==> config.mk <==
export PLATFORM = sky130hd
export DESIGN_NAME = lsu
export DESIGN_NICKNAME = d
export VERILOG_FILES = /design/src/rtl/lsu.sv
export SDC_FILE = /design/constraint.sdc
export NUM_CORES = 1
export LEC_CHECK = 0
export ABC_AREA = 1
export CAP_MARGIN = 40
export CELL_PAD_IN_SITES_DETAIL_PLACEMENT = 0
export CELL_PAD_IN_SITES_GLOBAL_PLACEMENT = 1
export CORE_MARGIN = 3
export CORE_UTILIZATION = 28
export DETAILED_ROUTE_END_ITERATION = 16
export GPL_ROUTABILITY_DRIVEN = 0
export PLACE_DENSITY = 0.81
export RECOVER_POWER = 25
export SETUP_SLACK_MARGIN = 0.05
export SLEW_MARGIN = 30
export SYNTH_ARGS = -nofsm -noshare
export SYNTH_HDL_FRONTEND = slang
export SYNTH_SLANG_ARGS = --single-unit
export TNS_END_PERCENT = 1
==> constraint.sdc <==
create_clock -name clk_i -period 1.7 [get_ports clk_i]
set_input_delay 0.34 -clock clk_i [delete_from_list [all_inputs] [get_ports clk_i]]
set_output_delay 0.34 -clock clk_i [all_outputs]
set_load 0.01 [all_outputs]
==> src/rtl/lsu.sv <==
// Single-outstanding RISC-V load/store unit: decodes funct3, aligns store lanes,
// extracts and extends load data, and reports misaligned/illegal ops without touching memory.
package core_pkg;
  localparam int Xlen = 64;
endpackage

module lsu
  import core_pkg::*;
(
  input  logic              clk_i,
  input  logic              rst_ni,
  input  logic              valid_i,
  output logic              ready_o,
  input  logic              store_i,
  input  logic [2:0]        funct3_i,
  input  logic [Xlen-1:0]   addr_i,
  input  logic [Xlen-1:0]   wdata_i,
  output logic              mem_valid_o,
  input  logic              mem_ready_i,
  output logic [Xlen-1:0]   mem_addr_o,
  output logic              mem_we_o,
  output logic [Xlen/8-1:0] mem_wmask_o,
  output logic [Xlen-1:0]   mem_wdata_o,
  input  logic              mem_rvalid_i,
  input  logic [Xlen-1:0]   mem_rdata_i,
  output logic              done_o,
  output logic [Xlen-1:0]   rd_data_o,
  output logic              misaligned_o,
  output logic              illegal_o
);
  localparam int Bytes = Xlen / 8;
  localparam int OffW  = $clog2(Bytes);
  localparam bit Rv64  = (Xlen == 64);

  typedef enum logic [1:0] {IDLE, REQ, WAIT, DONE} state_e;

  state_e            state_q;
  logic              ready_q, mem_valid_q, mem_we_q, done_q, mis_q, ill_q, store_q;
  logic [2:0]        f3_q;
  logic [OffW-1:0]   off_q;
  logic [Xlen-1:0]   mem_addr_q, mem_wdata_q, rd_data_q;
  logic [Bytes-1:0]  mem_wmask_q;

  logic [1:0]        sl_d;
  logic [OffW-1:0]   off_d;
  logic              legal_d, mis_d;
  logic [Bytes-1:0]  mask_d;
  logic [Xlen-1:0]   wdata_d, sh_d, rdata_d;

  always_comb begin
    sl_d  = funct3_i[1:0];
    off_d = addr_i[OffW-1:0];
    if (store_i) legal_d = (funct3_i[2] == 1'b0) && (funct3_i[1:0] != 2'd3 || Rv64);
    else begin
      case (funct3_i)
        3'd0, 3'd1, 3'd2, 3'd4, 3'd5: legal_d = 1'b1;
        3'd3, 3'd6:                   legal_d = Rv64;
        default:                      legal_d = 1'b0;
      endcase
    end
    mis_d   = (off_d & OffW'((4'd1 << sl_d) - 4'd1)) != '0;
    mask_d  = store_i ? (Bytes'((9'd1 << (4'd1 << sl_d)) - 9'd1) << off_d) : '0;
    wdata_d = wdata_i << {off_d, 3'b000};
  end

  // Load extraction uses the latched offset/funct3 since inputs are not sampled after accept.
  always_comb begin
    sh_d = mem_rdata_i >> {off_q, 3'b000};
    case (f3_q)
      3'd0:    rdata_d = Xlen'($signed(sh_d[7:0]));
      3'd1:    rdata_d = Xlen'($signed(sh_d[15:0]));
      3'd2:    rdata_d = Xlen'($signed(sh_d[31:0]));
      3'd4:    rdata_d = Xlen'(sh_d[7:0]);
      3'd5:    rdata_d = Xlen'(sh_d[15:0]);
      3'd6:    rdata_d = Xlen'(sh_d[31:0]);
      default: rdata_d = sh_d;
    endcase
  end

  always_ff @(posedge clk_i) begin
    if (!rst_ni) begin
      state_q     <= IDLE;
      ready_q     <= 1'b1;
      mem_valid_q <= 1'b0;
      mem_we_q    <= 1'b0;
      mem_wmask_q <= '0;
      mem_addr_q  <= '0;
      mem_wdata_q <= '0;
      done_q      <= 1'b0;
      rd_data_q   <= '0;
      mis_q       <= 1'b0;
      ill_q       <= 1'b0;
      store_q     <= 1'b0;
      f3_q        <= '0;
      off_q       <= '0;
    end else begin
      case (state_q)
        IDLE: if (valid_i) begin
          store_q   <= store_i;
          f3_q      <= funct3_i;
          off_q     <= off_d;
          rd_data_q <= '0;
          ready_q   <= 1'b0;
          if (!legal_d || mis_d) begin
            ill_q   <= !legal_d;
            mis_q   <= legal_d;
            done_q  <= 1'b1;
            state_q <= DONE;
          end else begin
            mem_valid_q <= 1'b1;
            mem_addr_q  <= {addr_i[Xlen-1:OffW], OffW'(0)};
            mem_we_q    <= store_i;
            mem_wmask_q <= mask_d;
            mem_wdata_q <= wdata_d;
            state_q     <= REQ;
          end
        end
        REQ: if (mem_ready_i) begin
          mem_valid_q <= 1'b0;
          mem_we_q    <= 1'b0;
          mem_wmask_q <= '0;
          if (store_q) begin
            done_q  <= 1'b1;
            state_q <= DONE;
          end else begin
            state_q <= WAIT;
          end
        end
        WAIT: if (mem_rvalid_i) begin
          rd_data_q <= rdata_d;
          done_q    <= 1'b1;
          state_q   <= DONE;
        end
        default: begin
          done_q  <= 1'b0;
          mis_q   <= 1'b0;
          ill_q   <= 1'b0;
          ready_q <= 1'b1;
          state_q <= IDLE;
        end
      endcase
    end
  end

  assign ready_o      = ready_q;
  assign mem_valid_o  = mem_valid_q;
  assign mem_addr_o   = mem_addr_q;
  assign mem_we_o     = mem_we_q;
  assign mem_wmask_o  = mem_wmask_q;
  assign mem_wdata_o  = mem_wdata_q;
  assign done_o       = done_q;
  assign rd_data_o    = rd_data_q;
  assign misaligned_o = mis_q;
  assign illegal_o    = ill_q;
endmodule

Word-level counts from Yosys, hierarchy flattened:

Index checks and enable logic that the tools add are counted.
Widths: inputs -> output; s select.

* flip-flop bits (word level): 212
* input port bits: 201
* output and inout bits: 206
* word-level logic and storage cells: 100

* $add $sub $neg: 2
* equality and inequality tests: 19
* shift-type cells: 5
* multiplexer cells: 38
* bitwise operators: 4
* reductions and logical operators: 18

Operators with widths (number)
* $pmux 64 s6: 1
* $mux 64: 2
* $pmux 64 s2: 1
* $shl 64x6->64: 1
* $shr 64x6->64: 1
* $mux 8: 4
* $eq 3x3->1 const B: 6
* $mux 1: 18
* $pmux 8 s2: 1
* $ne 2x2->1 const B: 6
* $reduce_and 3->1: 4
* $pmux 1 s2: 5
* $eq 3x2->1 const B: 3
* $mux 2: 4
* $shl 1x4->8 const A: 1
* $shl 8x3->8: 1
* $sub 8x1->8 const B: 1
* $reduce_or 7->1: 1
* $eq 3x1->1 const B: 2
* $logic_not 3->1: 2
* $pmux 2 s3: 1
* $reduce_and 5->1: 1
* $reduce_and 2->1: 2
* $reduce_and 4->1: 1
* 13 further kinds: 16

Longest topological paths before layout:

* depth in word-level cells: 9
* depth in mapped cells: 12
* depth with buffers taken out: 12

Worst setup path before layout:

OpenSTA, ideal clock, no wires.

* path kind: register to register
* start: register state_q[0]
* end: register mem_wmask_q[1] (netlist: mem_wmask_o[1])
* library setup time: 0.070 ns
* arrival time: 1.673 ns
* data required time: 1.630 ns
* setup slack: -0.043 ns
* cell stages (with the launch flop): 11
* buffers on the path: 1
* period minus slack after synthesis: 1.743 ns
* cells stage by stage: dfxtp_1 inv_1 ha_1 buf_2 nand2_1 nand2_1 a21oi_1 nand3_2 nor2_2 nand3_1 a21oi_1

* word-level cells in the longest chain between the ends: 3
* elaborated cells between the ends (all ways): 8
* classes of those cells: 4 x eq/ne; 1 x mux; 3 x reduce/logical

Ends and longest elaborated chain
* start: declaration: line 37 `state_e state_q;`
* start signal: assignment: line 82 `state_q <= IDLE;`
* start signal: assignment: line 108 `state_q <= DONE;`
* start signal: assignment: line 115 `state_q <= REQ;`
* $eq 2x1->1 or $logic_not 2->1 (tied branches): line 97 `case (state_q)`
* $ne 2x2->1 (no source line) or $reduce_bool 2->1 (tied branches)
* $reduce_and 4->1 (no source line)
* end signal: assignment: line 113 `mem_wmask_q <= mask_d;`
* end: declaration: line 42 `logic [Bytes-1:0] mem_wmask_q;`

Parallel ways exist; a longest one is shown, timed or not.
A chain may end at the register's enable or synchronous reset.

Final worst setup path:

* start: register off_q[0]
* end: register rd_data_q[57] (netlist: rd_data_o[57])

* word-level cells in the longest chain between the ends: 4

Ends and longest elaborated chain
* start: declaration: line 40 `logic [OffW-1:0] off_q;`
* start signal: assignment: line 95 `off_q <= '0;`
* start signal: assignment: line 101 `off_q <= off_d;`
* $shr 64x6->64: line 68 `sh_d = mem_rdata_i >> {off_q, 3'b000};`
* $pmux 64 s6: line 69 `case (f3_q)`
* $mux 64: line 129 `WAIT: if (mem_rvalid_i) begin`
* $pmux 64 s2: line 97
* end signal: assignment: line 130 `rd_data_q <= rdata_d;`
* end: declaration: line 41 `logic [Xlen-1:0] mem_addr_q, mem_wdata_q, rd_data_q;`

No other way between the ends. The select of a mux whose other input is x is not followed.

==> impl_metrics.yaml <==
detailed_routing:
  drtIter0Drc: 1050
  dr.pass1.iters: 5
  drtAntennaViolNets: 0
  post-route-drc-count: 0
  vias: 14300
  vias_per_cell: 5.07
  wl_per_cell_um: 18.9
  totalWireLength_mm: 53.2
cells_and_area:
  multi_input_area_um2: 6550
  diodes: 0
  regArea_um2: 4260
  drive_gt1_share_pct: 14.6
  final_util_pct: 45.9
  num-fill-cells: 4135
  area_growth_pct: 60.1
  nets: 2476
global_routing:
  grt_remaining_overflow: 0
  grt_max_degree: 74
  grt_first_pass_wirelength_mm: 77.2
  track_usage_pct: 21.9
  grt_pass1_vias: 13700
  antenna_found_initial: 1
synth:
  synth_flop_cell: "dfxtp_1"
  postSynthAreaPerCell_um2: 6.39
  yosysWarnings: 0
  async_flop_share_pct: 0
  seq_area_frac_synth_pct: 36.9
  ys_types: 38
  synth_seq_cells: 212
  synth_cells: 1800
  synth_area_um2: 11500
  synth-edff-count: 0
sta:
  finClkSkew_ns: 0.0176
  max_slew_margin_pct: 62.5
  fmax_mhz: 607
  setup_violations: 0
  min_period_over_period_pct: 97.0
  rsz0062_at_grt: "true"
  fin_ws_ns: 0.0516
  holdWs_ns: 0.260
  period_minus_slack_ns: 1.65
  drv_slew: 0
  hold_viol: 0
  max_slew.worst_pin.slew_ns: 0.563
power:
  power.density_nw_per_um2: 1190
  ir_drop_uv: 692
  power_leakage_nw: 8.55
die:
  start_util_pct: 28.7
  dieHeight_um: 209
  rows: 73
  num_io_pins: 407
  die_area_um2: 43500
  die_width_um: 209
  core_area_um2: 40100
setup_path:
  worstPathArrival_ns: 2.06
  required_ns: 2.12
  r2r-end: "rd_data_o[57]"
  end_kind: "register"
  crit_path_max_fanout: 16
  reg2reg_depth: 10
  r2r_slack_ns: 0.05
  critPathKind: "reg -> reg"
  crit_path_start_kind: "register"
  r2r_start: "off_q[0]"
hold_path:
  min_path_cells: 4
  min_from: "rst_ni"
  min_path_type: "in -> reg"
  hold_path_end: "mem_wdata_o[36]"
outcome:
  outcome: "completed"
placement:
  io_buffers: 403
  dp_hpwl_mm: 38.4
  place_ws_ns: -0.480
clock_tree:
  cts-buffers-inserted: 27
  ctsHtreeMaxLevel: 1
  clkLatencyLatePin_ns: 0.57
  clock_path_buffers: 3
  root_buffer: "clkbuf_16"
  cts_tree: "yes"
  clock_sinks: 212
  clkSlewWorstSetupHoldPaths_ns: 0.06
job:
  cap_violations: 0
-- cell usage after synthesis, types with 4 or more instances --
cell / instances / area (um2)
nand2_2: 4 / 25.0
mux2i_1: 8 / 80.1
or2_2: 16 / 100
inv_2: 4 / 15.0
nand4_1: 12 / 75.1
o211ai_1: 16 / 120
a21oi_1: 169 / 846
dfxtp_1: 212 / 4240
a211oi_2: 5 / 62.6
buf_4: 13 / 97.6
inv_1: 53 / 199
nand2_1: 473 / 1780
a31oi_1: 20 / 125
clkbuf_1: 74 / 278
buf_1: 12 / 45.0
o21ai_1: 11 / 55.1
nor3_1: 4 / 20.0
o31ai_1: 5 / 37.5
o21ai_0: 241 / 1210
buf_2: 53 / 265
ha_1: 5 / 62.6
nor2_1: 201 / 754
nand3_1: 164 / 821
-- worst max path at each step --
stage	startpoint	to	slack [ns]	depth (start not counted)
3_5_place_dp	funct3_i[0]	mem_wdata_o[41]	-0.48	8
4_1_cts	state_q[0]	mem_wdata_o[42]	0.02	8
2_1_floorplan	state_q[0]	rd_data_o[37]	0.06	9
5_1_grt	off_q[0]	rd_data_o[53]	-0.02	10
3_3_place_gp	funct3_i[0]	mem_wdata_o[42]	-0.40	8
6_report	off_q[0]	rd_data_o[57]	0.05	10
-- critical path: stages (launching register included) --
cell and delay [ns]:
dfxtp_4 0.37, buf_8 0.15, nand2_2 0.08, nand3_2 0.10, nand3_2 0.09, nand2_1 0.08, nand2_2 0.14, nand2_4 0.09
clkbuf_16 0.19, o21ai_1 0.13, a21oi_1 0.08
-- registers in the layout, summed over array words and instances (netlist names), 2 cells and up --
name	cells
mem_wdata_o	64
rd_data_o	64
mem_addr_o	61
mem_wmask_o	8
f3_q	3
off_q	3
state_q	2
-- logic make-up after synthesis --
family / count (synthesis) / synth area share [%]
simple gates: 883 / 31.7
compound gates: 476 / 21.9
buf+inv: 215 / 8.17
flops: 212 / 36.9
mux: 8 / 0.697
fa+ha+maj: 5 / 0.544
other cells: 1 / 0.0326
-- placed cells by master (no fill, tap or decap), types with 12 or more instances in the layout --
cell | netlist | final
a21oi_1 | 169 | 158
a31oi_1 | 20 | 20
buf_12 | 0 | 25
buf_4 | 13 | 133
buf_6 | 2 | 15
clkbuf_16 | 0 | 36
clkdlybuf4s50_1 | 0 | 197
dfxtp_1 | 212 | 206
dlygate4sd2_1 | 0 | 198
inv_1 | 53 | 51
nand2_1 | 473 | 461
nand2_2 | 4 | 15
nand3_1 | 164 | 154
nand4_1 | 12 | 12
nor2_1 | 201 | 198
o211ai_1 | 16 | 16
o21ai_0 | 241 | 205
o21ai_1 | 11 | 38
or2_2 | 16 | 15
-- metrics by stage --
step / power (W) / instance area [um2] / cells / TNS [ns]
after floorplan: 0.0109 / 11500 / 1802 / 0
after global placement: 0.0149 / 17100 / 2742 / -57.65
after detailed placement: 0.0150 / 17100 / 2742 / -66.12
after CTS: 0.0207 / 17800 / 2792 / 0
after global routing: 0.0232 / 18400 / 2816 / -0.107
final: 0.0219 / 18400 / 2816 / 0
-- power breakdown --
part,switching [W],internal [W]
Sequential,0.000402,0.00561
Combinational,0.00579,0.00421
Clock,0.00249,0.00344
-- area by class of cell --
class	count	share of cell area, %
inverter	61	1.35
multi-input combinational	1375	35.6
sequential	212	23.1
tap	525	3.57
clock buffer	33	4.01
clock inverter	17	0.986
timing repair buffer	593	31.4
-- layer usage --
| metal | share of wire (%) | up-vias | global-route usage [%] |
|---|---|---|---|
| met5 | 0 | - | 0 |
| met4 | 3.6 | 0 | 7.09 |
| met3 | 7.7 | 102 | 4.98 |
| met2 | 47 | 610 | 37.1 |
| met1 | 42 | 6620 | 27.7 |
| li1 | - | 6940 | - |
-- timing repair --
item / 4_1_cts / 5_1_grt
buffers inserted: 0 / 10
hold endpoints to repair: 0 / 0
gates cloned: 0 / 14
pin swaps: 4 / 13
hold buffers: 0 / 0
setup endpoints to repair: 398 / 180
resized for setup: 240 / 99
Power figures use the tool's default switching activity.
